### src/rtl/bin_to_bcd_seq_pkg.sv
// Shared display types: converter FSM encoding and digit constants.
// Latency: n/a (declarations only).
// Backpressure: n/a.
package display_pkg;

    typedef enum logic {
        ST_IDLE  = 1'b0,
        ST_SHIFT = 1'b1
    } state_t;

    localparam logic [3:0] BLANK_CODE = 4'hF;
    localparam logic [3:0] BCD_ADJ    = 4'd3;

endpackage

### src/rtl/bin_to_bcd_seq_if.sv
// Request/result bundle between a binary source and the BCD converter.
// Latency: n/a (wires only).
// Backpressure: start is ignored while busy; no queueing.
interface bin_to_bcd_seq_if #(
    parameter int WIDTH  = 8,
    parameter int DIGITS = 3
);
    logic                  start;
    logic [WIDTH-1:0]      binary;
    logic                  busy;
    logic                  done;
    logic [4*DIGITS-1:0]   bcd;

    modport master (output start, binary, input busy, done, bcd);
    modport slave  (input start, binary, output busy, done, bcd);
endinterface

### src/rtl/bin_to_bcd_seq_bcd_add3.sv
// Double-dabble digit correction: add 3 to a BCD digit that is 5 or more.
// Latency: combinational.
// Backpressure: none.
module bcd_add3
    import display_pkg::*;
(
    input  logic [3:0] d,
    output logic [3:0] q
);
    assign q = (d >= 4'd5) ? (d + BCD_ADJ) : d;
endmodule

### src/rtl/bin_to_bcd_seq.sv
// Sequential binary-to-BCD converter (shift-and-add-3); BIN_TO_BCD_BLANK_EN blanks leading zeros.
// Latency: done/bcd valid WIDTH cycles after the accept edge; one result per WIDTH+1 cycles.
// Backpressure: start only accepted in IDLE; requests while busy are dropped.
module bin_to_bcd_seq
    import display_pkg::*;
#(
    parameter int WIDTH  = 8,
    parameter int DIGITS = 3
) (
    input  logic             clock,
    input  logic             resetn,
    bin_to_bcd_seq_if.slave  bus
);
    localparam int CW = $clog2(WIDTH + 1);

    function automatic logic [4*DIGITS-1:0] reset_bcd();
        logic [4*DIGITS-1:0] v;
        v = '0;
`ifdef BIN_TO_BCD_BLANK_EN
        for (int i = 1; i < DIGITS; i++) v[4*i +: 4] = BLANK_CODE;
`endif
        return v;
    endfunction

    localparam logic [4*DIGITS-1:0] RESET_BCD = reset_bcd();

    state_t                state;
    logic [WIDTH-1:0]      operand;
    logic [4*DIGITS-1:0]   scratch;
    logic [4*DIGITS-1:0]   adj;
    logic [4*DIGITS-1:0]   stepped;
    logic [4*DIGITS-1:0]   result;
    logic [CW-1:0]         count;

    for (genvar g = 0; g < DIGITS; g++) begin : g_adj
        bcd_add3 u_add3 (
            .d (scratch[4*g +: 4]),
            .q (adj[4*g +: 4])
        );
    end

    // Operand MSB enters the scratch LSB; the corrected scratch top bit falls off.
    assign stepped = {adj[4*DIGITS-2:0], operand[WIDTH-1]};

    always_comb begin
        result = stepped;
`ifdef BIN_TO_BCD_BLANK_EN
        begin : blank
            logic lead;
            lead = 1'b1;
            for (int i = DIGITS - 1; i > 0; i--) begin
                if (stepped[4*i +: 4] != 4'd0) lead = 1'b0;
                if (lead) result[4*i +: 4] = BLANK_CODE;
            end
        end
`endif
    end

    always_ff @(posedge clock) begin
        if (!resetn) begin
            state    <= ST_IDLE;
            operand  <= '0;
            scratch  <= '0;
            count    <= '0;
            bus.busy <= 1'b0;
            bus.done <= 1'b0;
            bus.bcd  <= RESET_BCD;
        end else begin
            bus.done <= 1'b0;
            case (state)
                ST_IDLE: begin
                    if (bus.start) begin
                        operand  <= bus.binary;
                        scratch  <= '0;
                        count    <= '0;
                        bus.busy <= 1'b1;
                        state    <= ST_SHIFT;
                    end
                end
                ST_SHIFT: begin
                    scratch <= stepped;
                    operand <= operand << 1;
                    count   <= count + 1'b1;
                    if (count == CW'(WIDTH - 1)) begin
                        bus.bcd  <= result;
                        bus.done <= 1'b1;
                        bus.busy <= 1'b0;
                        state    <= ST_IDLE;
                    end
                end
                default: state <= ST_IDLE;
            endcase
        end
    end

endmodule

### src/flat_wrapper.sv
// flat-port wrapper written by rule: the top's interface ports become plain ports
module bin_to_bcd_seq_flat import display_pkg::*;
#(
    parameter int WIDTH  = 8,
    parameter int DIGITS = 3
)
  (clock, resetn, bus_start, bus_binary, bus_busy, bus_done, bus_bcd);
  bin_to_bcd_seq_if #(.WIDTH(WIDTH), .DIGITS(DIGITS)) bus_i ();
  input  logic clock;
  input  logic resetn;
  input wire logic [$bits(bus_i.start)-1:0] bus_start;
  input wire logic [$bits(bus_i.binary)-1:0] bus_binary;
  output wire logic [$bits(bus_i.busy)-1:0] bus_busy;
  output wire logic [$bits(bus_i.done)-1:0] bus_done;
  output wire logic [$bits(bus_i.bcd)-1:0] bus_bcd;
  assign bus_i.start = bus_start;
  assign bus_i.binary = bus_binary;
  assign bus_busy = bus_i.busy;
  assign bus_done = bus_i.done;
  assign bus_bcd = bus_i.bcd;
  bin_to_bcd_seq #(.WIDTH(WIDTH), .DIGITS(DIGITS)) u_core (.clock(clock), .resetn(resetn), .bus(bus_i));
endmodule
### config.mk
export PLATFORM = sky130hd
export DESIGN_NAME = bin_to_bcd_seq_flat
export DESIGN_NICKNAME = d
export VERILOG_FILES = /design/src/rtl/bin_to_bcd_seq_pkg.sv /design/src/rtl/bin_to_bcd_seq_if.sv /design/src/rtl/bin_to_bcd_seq_bcd_add3.sv /design/src/rtl/bin_to_bcd_seq.sv /design/src/flat_wrapper.sv
export SDC_FILE = /design/constraint.sdc
export NUM_CORES = 1
export LEC_CHECK = 0
export CAP_MARGIN = 10
export CORE_UTILIZATION = 55
export DETAILED_ROUTE_END_ITERATION = 12
export PLACE_DENSITY = 0.82
export SYNTH_ARGS = -nofsm -noshare
export SYNTH_HDL_FRONTEND = slang
export SYNTH_SLANG_ARGS = --single-unit
### constraint.sdc
create_clock -name clock -period 2.34 [get_ports clock]
set_input_delay 0.702 -clock clock [delete_from_list [all_inputs] [get_ports clock]]
set_output_delay 0.702 -clock clock [all_outputs]
set_load 0.05 [all_outputs]
**Word level (Yosys, flattened, before mapping)**

Index checks and enable logic that the tools add are counted.

- Bits in registers: 39
- Input port bits: 11
- Output and inout bits: 14
- Word-level logic and storage cells: 37

- Add/sub/neg operators: 4
- $lt $le $gt $ge: 3
- Equal/unequal tests: 3
- Muxes and demuxes: 16
- Bitwise logic cells: 1
- Reduce and logical (&&, ||, !) cells: 3

Operator list:

| kind | number |
|---|---|
| 12-bit one-hot mux with 2 select lines | 1 |
| 8-bit one-hot mux with 2 select lines | 1 |
| 4-bit by 3-bit greater-or-equal comparator with 1-bit output, second input constant | 3 |
| 12-bit 2-to-1 mux | 1 |
| 4-bit 2-to-1 mux | 3 |
| 4-bit by 2-bit adder with 4-bit output, second input constant | 2 |
| 8-bit 2-to-1 mux | 1 |
| 4-bit one-hot mux with 2 select lines | 1 |
| 2-bit AND reduction | 3 |
| 1-bit 2-to-1 mux | 5 |
| 4-bit by 1-bit adder with 4-bit output, second input constant | 1 |
| 4-bit by 3-bit == test with 1-bit output, second input constant | 1 |
| 2-bit != test, second input constant | 2 |
| 1-bit one-hot mux with 2 select lines | 2 |
| 3-bit by 2-bit adder with 3-bit output, second input constant | 1 |
| 3-bit 2-to-1 mux | 1 |
| 1-bit NOT | 1 |

**Logic depth before layout (Yosys ltp)**

Gate-level depths: netlist of run 1.

- Depth in word-level cells: 3
- Depth in mapped cells: 6
- Mapped depth without buffers: 6

**Modules after synthesis**

Synthesis of run 1 repeated with hierarchy kept, for this count alone.

- Cells, all modules: 217
- Area total of the unflattened synthesis: 1,884.3 µm²

Modules (own cells, without submodules):

| module | times used | cells each | area each (µm²) | seq. area each (µm²) |
|---|---|---|---|---|
| bin_to_bcd_seq | 1 | 169 | 1,580.3 | 780.7 |
| bcd_add3 | 3 | 16 | 101.3 | 0.0 |

**Worst setup path before layout of run 1**

Ideal clock, no wire load.

- Path kind: input-to-reg
- Start point: input bus_start
- End point: register u_core.operand[3]
- Arrival time: 1.392 ns
- Required time: 2.212 ns
- Setup slack: 0.820 ns
- Cell stages on the path: 6
- Path through: clkbuf_2 buf_4 mux2i_1 nor2_1 a21oi_1 nor2_1

- Longest elaborated chain between the ends: 1

RTL lines:

| element | RTL line | source |
|---|---|---|
| from (decl) | flat_wrapper.sv:11 | `input wire logic [$bits(bus_i.start)-1:0] bus_start;` |
| 2-bit != test (no line) | -- |  |
| to (signal assigned) | bin_to_bcd_seq.sv:73 | `operand <= bus.binary;` |
| to (signal assigned) | bin_to_bcd_seq.sv:82 | `operand <= operand << 1;` |
| to (decl) | bin_to_bcd_seq.sv:28 | `logic [WIDTH-1:0] operand;` |

Every way passes these cells.
A chain may end at the register's enable or synchronous reset.

**Worst setup path in the final report of run 1**

- Start point: register u_core.bus.bcd[2]
- End point: output bus_bcd[2]

RTL lines:

| element | RTL line | source |
|---|---|---|
| from (decl) | bin_to_bcd_seq_if.sv:15 | `modport slave (input start, binary, output busy, done, bcd);` |
| from (signal assigned) | bin_to_bcd_seq.sv:85 | `bus.bcd <= result;` |
| to (decl) | flat_wrapper.sv:15 | `output wire logic [$bits(bus_i.bcd)-1:0] bus_bcd;` |

No word-level cell between the ends.

==> results of run 1 <==
==> sequential cells by signal (all words and copies together) (netlist names) <==
signal and cells:
u_core.bus.bcd 12, u_core.bus.busy 1, u_core.bus.done 1, u_core.count 4, u_core.operand 8, u_core.scratch 12, u_core.state 1
==> stage by stage <==
step | utilization (%) | total power (W) | cells | hold slack [ns]
floorplan | - | 0.0007656 | 190 | 0.4537
finish | 71.61 | 0.001174 | 248 | 0.4520
global route | 71.61 | 0.001226 | 248 | 0.4804
detailed placement | 69.17 | 0.0008018 | 240 | 0.4395
CTS | 71.61 | 0.001178 | 248 | 0.4541
global placement | 69.17 | 0.0007976 | 240 | 0.4349
==> worst min-delay path by stage <==
stage	start	to	slack, ns	depth (start not counted)
after global routing	u_core.bus.bcd[11]$_SDFFE_PN0P_	u_core.bus.bcd[11]$_SDFFE_PN0P_	0.48	2
after global placement	u_core.bus.bcd[10]$_SDFFE_PN0P_	u_core.bus.bcd[10]$_SDFFE_PN0P_	0.43	2
after detailed placement	u_core.bus.bcd[10]$_SDFFE_PN0P_	u_core.bus.bcd[10]$_SDFFE_PN0P_	0.44	2
final	u_core.bus.bcd[10]$_SDFFE_PN0P_	u_core.bus.bcd[10]$_SDFFE_PN0P_	0.45	2
after floorplan	u_core.operand[0]$_SDFFE_PN0P_	u_core.operand[1]$_SDFFE_PN0P_	0.45	2
after CTS	u_core.bus.bcd[10]$_SDFFE_PN0P_	u_core.bus.bcd[10]$_SDFFE_PN0P_	0.45	2
==> synthesized netlist by cell type <==
library cell,n
mux2i_1,9
nor2b_1,2
nor3_1,3
mux2_2,3
nor2_1,18
nand3_1,4
inv_2,1
a41oi_1,1
o21ai_1,10
and2_0,1
nand2b_1,4
or2_1,1
o32ai_1,8
xnor2_1,3
clkbuf_1,3
buf_2,4
clkbuf_2,1
o21ai_0,7
a211oi_1,1
dfxtp_1,39
a21oi_1,23
o21a_1,1
ha_1,7
a22o_1,1
nand4b_1,1
inv_1,11
buf_4,2
nor3b_1,9
nand2_1,12
==> logic make-up (layout without fill, tap and decap cells) <==
logic type,after synthesis,in the layout,synth area share [%]
and+or+nand+nor,55,55,16.20
buffers and inverters,22,49,5.695
adders and majority gates,7,7,5.177
xor gates and xnor gates,3,3,1.554
DFF,39,39,46.15
muxes,12,12,7.323
AOI/OAI and AO/OA,52,52,17.90
==> routing by layer <==
metal | vias to the layer above | GRT usage [%] | part of all wire, %
li1 | 717 | - | -
met1 | 653 | 23.64 | 42
met2 | 30 | 40.70 | 51
met3 | 12 | 8.390 | 4.1
met4 | 0 | 11.50 | 3.0
met5 | - | 0 | 0
==> final cells by class <==
class,instances,area share [%]
Tap cell,31,1.915
Multi-Input combinational cell,129,40.21
Timing Repair Buffer,29,13.71
Inverter,12,2.224
Clock buffer,8,3.397
Sequential cell,39,38.54
==> power groups by stage <==
stage,clock (W),sequential (W),combinational (W)
2_1_floorplan,0,0.000704,0.0000619
3_3_place_gp,0,0.000704,0.0000939
3_5_place_dp,0,0.000705,0.0000972
4_1_cts,0.000391,0.000690,0.0000980
5_1_grt,0.000427,0.000692,0.000107
6_report,0.000386,0.000690,0.0000981
==> results.sh, run 1 <==
export IMPL_part_of_the_power_in_registers_pct=58.8
export IMPL_n_fill_cell=216
export IMPL_worst_ep_required_time_ns=1.64
export IMPL_synthesis_instances=190
export IMPL_via_count_of_the_first_global_routing_pass=1365
export IMPL_hold_buf_cts=0
export IMPL_core_rowCount=19
export IMPL_drt_first_pass_iters=4
export IMPL_ff_to_ff_setup_slack_ns=0.67
export IMPL_synth_seq_cells=39
export IMPL_routed_via_count=1412
export IMPL_finalSetupViolCount=0
export IMPL_finalWorstSetupSlack_ns=0.1219
export IMPL_postCtsSetupRepairBufs=0
export IMPL_grt_pass1_wl_um=5699
export IMPL_multi_input_comb_area_um2=814.5
export IMPL_hold_viol=0
export IMPL_post_synth_cell_area_avg_um2=8.903
export IMPL_critical_register_to_register_path_startpoint="u_core.scratch[8]$_SDFFE_PN0P_"
export IMPL_number_of_antenna_violations_at_the_first_check_in_global_routing=0
export IMPL_synth_cell_type_count=29
export IMPL_critPathSlowestCell="clkdlybuf4s50_1"
export IMPL_worst_r2r_cell_count=6
export IMPL_totalWireLength_um=3379
export IMPL_number_of_buffers_added_on_ports=24
export IMPL_power_static_leakage_nw=0.7245
export IMPL_worst_setup_path_start_kind="flop"
export IMPL_tritoncts="yes"
export IMPL_worst_endpoint_arrival_ns=1.52
export IMPL_die_w_um=57.46
export IMPL_layout_cells_most_common="dfxtp_1"
export IMPL_crit_type="reg2out"
export IMPL_initialDrtViolationCount=49
export IMPL_pwr_density_nw_per_um2=579.6
export IMPL_timing_critical_path_max_delay_family="buffers and inverters"
export IMPL_slew_viol_final=0
export IMPL_cts_made_buffers=5
export IMPL_final_min_clock_period_ns=2.218
export IMPL_cellInternalPower_w=0.0008989
export IMPL_cp_buffers_inverters=1
export IMPL_r2r_end="u_core.scratch[10]$_SDFFE_PN0P_"
export IMPL_ioPinCount=25
export IMPL_synth_top_cells_by_area="dfxtp_1, a21oi_1, mux2i_1"
export IMPL_maximum_number_of_pins_on_one_net_before_global_route_repair=17
export IMPL_finalNetCount=234
export IMPL_switching_power_w=0.0002753
export IMPL_swShare_pct=23.45
export IMPL_clock_sinks=39
export IMPL_final_cell_mix="dfxtp_1, clkdlybuf4s50_1, a21oi_1"
export IMPL_mappedNetlistArea_um2=1692
export IMPL_power_frac_clock_pct=32.9
export IMPL_gr_total_overflow=0
export IMPL_syn_nets=208
export IMPL_cpPeakStageDelay_ns=0.82
export IMPL_post_dp_hpwl_um=2407
export IMPL_initial_core_util_pct=59.80
export IMPL_average_vias_per_placed_instance=5.694
export IMPL_max_transition_margin_pct=65.98
export IMPL_layout_worst_path_cycle_share_pct=94.79
export IMPL_floorplan_core_area_um2=2829
export IMPL_totalNegativeSetupSlack_ns=0
export IMPL_yosys_area_top_type="dfxtp_1"
export IMPL_capturing_element_of_the_worst_setup_path="bus_bcd[2]"
export IMPL_gp_congestion=0.7767
export IMPL_detail_route_wl_per_cell_um=13.63
export IMPL_cts_root_buf="clkbuf_4"
export IMPL_placedInstanceArea_um2=1957
export IMPL_die_area_um2=3302
export IMPL_rsz0062_at_grt="false"
export IMPL_level_count_of_the_clock_h_tree=2
export IMPL_post_route_cells_drive_above_1_share_pct=7.373
export IMPL_yosys_area_top_type_share_pct=46.15
export IMPL_total_global_route_track_usage_pct=22.96
export IMPL_route_antenna_remaining_nets=0
export IMPL_area_growth_synth_to_finish_pct=19.75
export IMPL_sequential_cell_area_um2=780.7
export IMPL_outcome="completed"
export IMPL_ctsLongestPathBuffers=2
export IMPL_die_height_um=57.46
export IMPL_crit_path_cell_trace="clkdlybuf4s50_1"
export IMPL_fmax_ghz=0.4508
export IMPL_crit_path_max_fanout=2
export IMPL_worst_pin_slew_ns=0.5087
export IMPL_drcViolationCount=0
export IMPL_insertion_delay_ns=0.35
export IMPL_maxCapViolations=0
export IMPL_peakVddDrop_uv=506.1
export IMPL_proportion_of_synthesized_chip_area_in_sequential_cells_pct=46.15
export IMPL_power_combinational_fraction_pct=8.4
export IMPL_synth_warning_count=0
export IMPL_dpl_worst_slack_ns=0.2842
export IMPL_crit_path_end_kind="output port"
export IMPL_antenna_cells=0
export IMPL_cp_depth=1
export IMPL_path_clk_slew_ns=0.10
export IMPL_cts_resized=0
export IMPL_worst_setup_path_startpoint="u_core.bus.bcd[2]$_SDFFE_PN0P_"
export IMPL_hold_path_class="reg2reg"
export IMPL_timing_clock_skew_ns=0.005902
export IMPL_final_cell_area_um2=2026
Note: power is estimated with default switching activity, not from simulation.
==> inputs of run 2 (changes only) <==
--- a/config.mk
+++ b/config.mk
@@ -6,9 +6,11 @@
 export NUM_CORES = 1
 export LEC_CHECK = 0
 export CAP_MARGIN = 10
+export CORE_MARGIN = 5
 export CORE_UTILIZATION = 55
 export DETAILED_ROUTE_END_ITERATION = 12
 export PLACE_DENSITY = 0.82
+export SKIP_CTS_REPAIR_TIMING = 1
 export SYNTH_ARGS = -nofsm -noshare
 export SYNTH_HDL_FRONTEND = slang
 export SYNTH_SLANG_ARGS = --single-unit
==> constraint.sdc (replaced) <==
create_clock -name clock -period 2.6 [get_ports clock]
set_input_delay 0.78 -clock clock [delete_from_list [all_inputs] [get_ports clock]]
set_output_delay 0.78 -clock clock [all_outputs]
set_load 0.05 [all_outputs]
==> run 2 against run 1 <==
  * Total power decreased by 13%
  * Clock skew increased by 0.0050 ns
  * Register-to-register slack improved by 0.25 ns
  * Largest cell class unchanged
  * Largest power group unchanged
==> results.sh, run 2 (same netlist as run 1, synthesis figures left out) <==
export IMPL_timing_clock_skew_ns=0.01091
export IMPL_ioPinCount=25
export IMPL_die_area_um2=4285
export IMPL_timing_critical_path_max_delay_family="buffers and inverters"
export IMPL_die_w_um=65.46
export IMPL_drt_first_pass_iters=4
export IMPL_hold_end="u_core.bus.bcd[10]$_SDFFE_PN0P_"
export IMPL_worst_endpoint_arrival_ns=1.51
export IMPL_grt_pass1_wl_um=6334
export IMPL_total_global_route_track_usage_pct=19.23
export IMPL_finalSetupViolCount=0
export IMPL_worst_hold_startpoint="u_core.bus.bcd[10]$_SDFFE_PN0P_"
export IMPL_floorplan_core_area_um2=3003
export IMPL_ff_to_ff_setup_slack_ns=0.92
export IMPL_gr_total_overflow=0
export IMPL_r2r_end="u_core.scratch[6]$_SDFFE_PN0P_"
export IMPL_route_antenna_remaining_nets=0
export IMPL_tritoncts="yes"
export IMPL_peakVddDrop_uv=328.6
export IMPL_number_of_antenna_violations_at_the_first_check_in_global_routing=0
export IMPL_grtUsageMet1_pct=22.17
export IMPL_clock_sinks=39
export IMPL_crit_path_max_fanout=2
export IMPL_maxCapViolations=0
export IMPL_level_count_of_the_clock_h_tree=2
export IMPL_area_growth_synth_to_finish_pct=18.27
export IMPL_gp_congestion=0.8066
export IMPL_initial_core_util_pct=56.33
export IMPL_layout_worst_path_cycle_share_pct=88.00
export IMPL_dp_cells=240
export IMPL_hold_path_class="reg2reg"
export IMPL_critPathSlowestCell="clkdlybuf4s50_1"
export IMPL_hold_viol=0
export IMPL_busiest_layer="met2"
export IMPL_pwr_density_nw_per_um2=510.8
export IMPL_cpPeakStageDelay_ns=0.81
export IMPL_globalRouteMet3Util_pct=4.786
export IMPL_final_min_clock_period_ns=2.288
export IMPL_layout_cells_most_common="dfxtp_1"
export IMPL_detail_route_wl_per_cell_um=14.49
export IMPL_outcome="completed"
export IMPL_totalNegativeSetupSlack_ns=0
export IMPL_post_layout_nonfiller_instances=247
export IMPL_worst_setup_path_startpoint="u_core.bus.bcd[2]$_SDFFE_PN0P_"
export IMPL_largest_registers="u_core.bus.bcd x12, u_core.scratch x12, u_core.operand x8"
export IMPL_worst_setup_path_start_kind="flop"
export IMPL_n_fill_cell=253
export IMPL_ctsLongestPathBuffers=2
export IMPL_finalNetCount=232
export IMPL_totalWireLength_um=3580
export IMPL_cp_depth=1
export IMPL_worst_pin_slew_ns=0.5004
export IMPL_core_rowCount=20
export IMPL_crit_type="reg2out"
export IMPL_path_clk_slew_ns=0.11
export IMPL_number_of_buffers_added_on_ports=24
export IMPL_met2_usage_pct=32.74
export IMPL_drcViolationCount=0
export IMPL_via_count_of_the_first_global_routing_pass=1429
export IMPL_fmax_ghz=0.4371
export IMPL_average_vias_per_placed_instance=5.858
export IMPL_cts_root_buf="clkbuf_4"
export IMPL_die_height_um=65.46
export IMPL_post_dp_hpwl_um=2570
export IMPL_maximum_number_of_pins_on_one_net_before_global_route_repair=43
export IMPL_whs_path_depth=2
export IMPL_worst_r2r_cell_count=6
export IMPL_insertion_delay_ns=0.35
export IMPL_worst_ep_required_time_ns=1.82
export IMPL_rsz0062_at_grt="false"
export IMPL_crit_path_end_kind="output port"
export IMPL_initialDrtViolationCount=99
export IMPL_slew_viol_final=0
export IMPL_cp_buffers_inverters=1
export IMPL_final_cell_mix="dfxtp_1, clkdlybuf4s50_1, a21oi_1"
export IMPL_cts_made_buffers=5
export IMPL_crit_path_cell_trace="clkdlybuf4s50_1"
export IMPL_post_route_cells_drive_above_1_share_pct=6.542
export IMPL_antenna_cells=0
export IMPL_max_transition_margin_pct=66.53
export IMPL_power_static_leakage_nw=0.7102
export IMPL_critical_register_to_register_path_startpoint="u_core.scratch[5]$_SDFFE_PN0P_"
export IMPL_routed_via_count=1447
[run 2: metal layers]
metal  up-vias  share of wire [%]
met2        36                 52
met3         7                4.1
met1       694                 42
li1        710                  -
met5         -                  0
met4         0                1.8
[run 2: power breakdown]
group	switching, W	internal (W)	total, W
logic	0.0000511	0.0000384	0.0000895
registers	0.00000774	0.000609	0.000617
clock network	0.000190	0.000125	0.000316
[run 2: how the worst max path moves through the flow]
stage                                     end
6_report                           bus_bcd[2]
3_5_place_dp   u_core.bus.bcd[0]$_SDFFE_PN0P_
4_1_cts                            bus_bcd[3]
5_1_grt                            bus_bcd[8]
3_3_place_gp   u_core.bus.bcd[0]$_SDFFE_PN0P_
2_1_floorplan  u_core.operand[3]$_SDFFE_PN0P_
[run 2: cell type report]
type / instances / area, µm² / area share [%]
sequential: 39 / 780.7 / 39.02
inverter: 12 / 45.04 / 2.251
tap: 33 / 41.29 / 2.064
timing repair buffer: 27 / 262.8 / 13.13
clock buffer: 6 / 51.30 / 2.564
clock inverter: 1 / 5.005 / 0.2502
multi-input combinational: 129 / 814.5 / 40.71
[run 2: through the flow]
| step | hold WS (ns) | instance area (µm²) | power, W | util, % | setup slack, ns |
|---|---|---|---|---|---|
| finish | 0.4506 | 2001 | 0.001022 | 66.63 | 0.3119 |
| global route | 0.4780 | 2001 | 0.001072 | 66.63 | 0.2322 |
| CTS | 0.4558 | 2001 | 0.001029 | 66.63 | 0.3059 |
| detailed placement | 0.4398 | 1944 | 0.0007202 | 64.75 | 0.2665 |
| global placement | 0.4407 | 1944 | 0.0007149 | 64.75 | 0.3351 |
| floorplan | 0.4537 | 1692 | 0.0006890 | - | 1.002 |
==> inputs of run 3 (changes only) <==
--- a/config.mk
+++ b/config.mk
@@ -8,6 +8,7 @@
 export CAP_MARGIN = 10
 export CORE_MARGIN = 5
 export CORE_UTILIZATION = 55
+export CTS_CLUSTER_SIZE = 12
 export DETAILED_ROUTE_END_ITERATION = 12
 export PLACE_DENSITY = 0.82
 export SKIP_CTS_REPAIR_TIMING = 1
==> results of run 3 <==
Same layout as run 2: the final DEF is identical, and so are final timing and power.
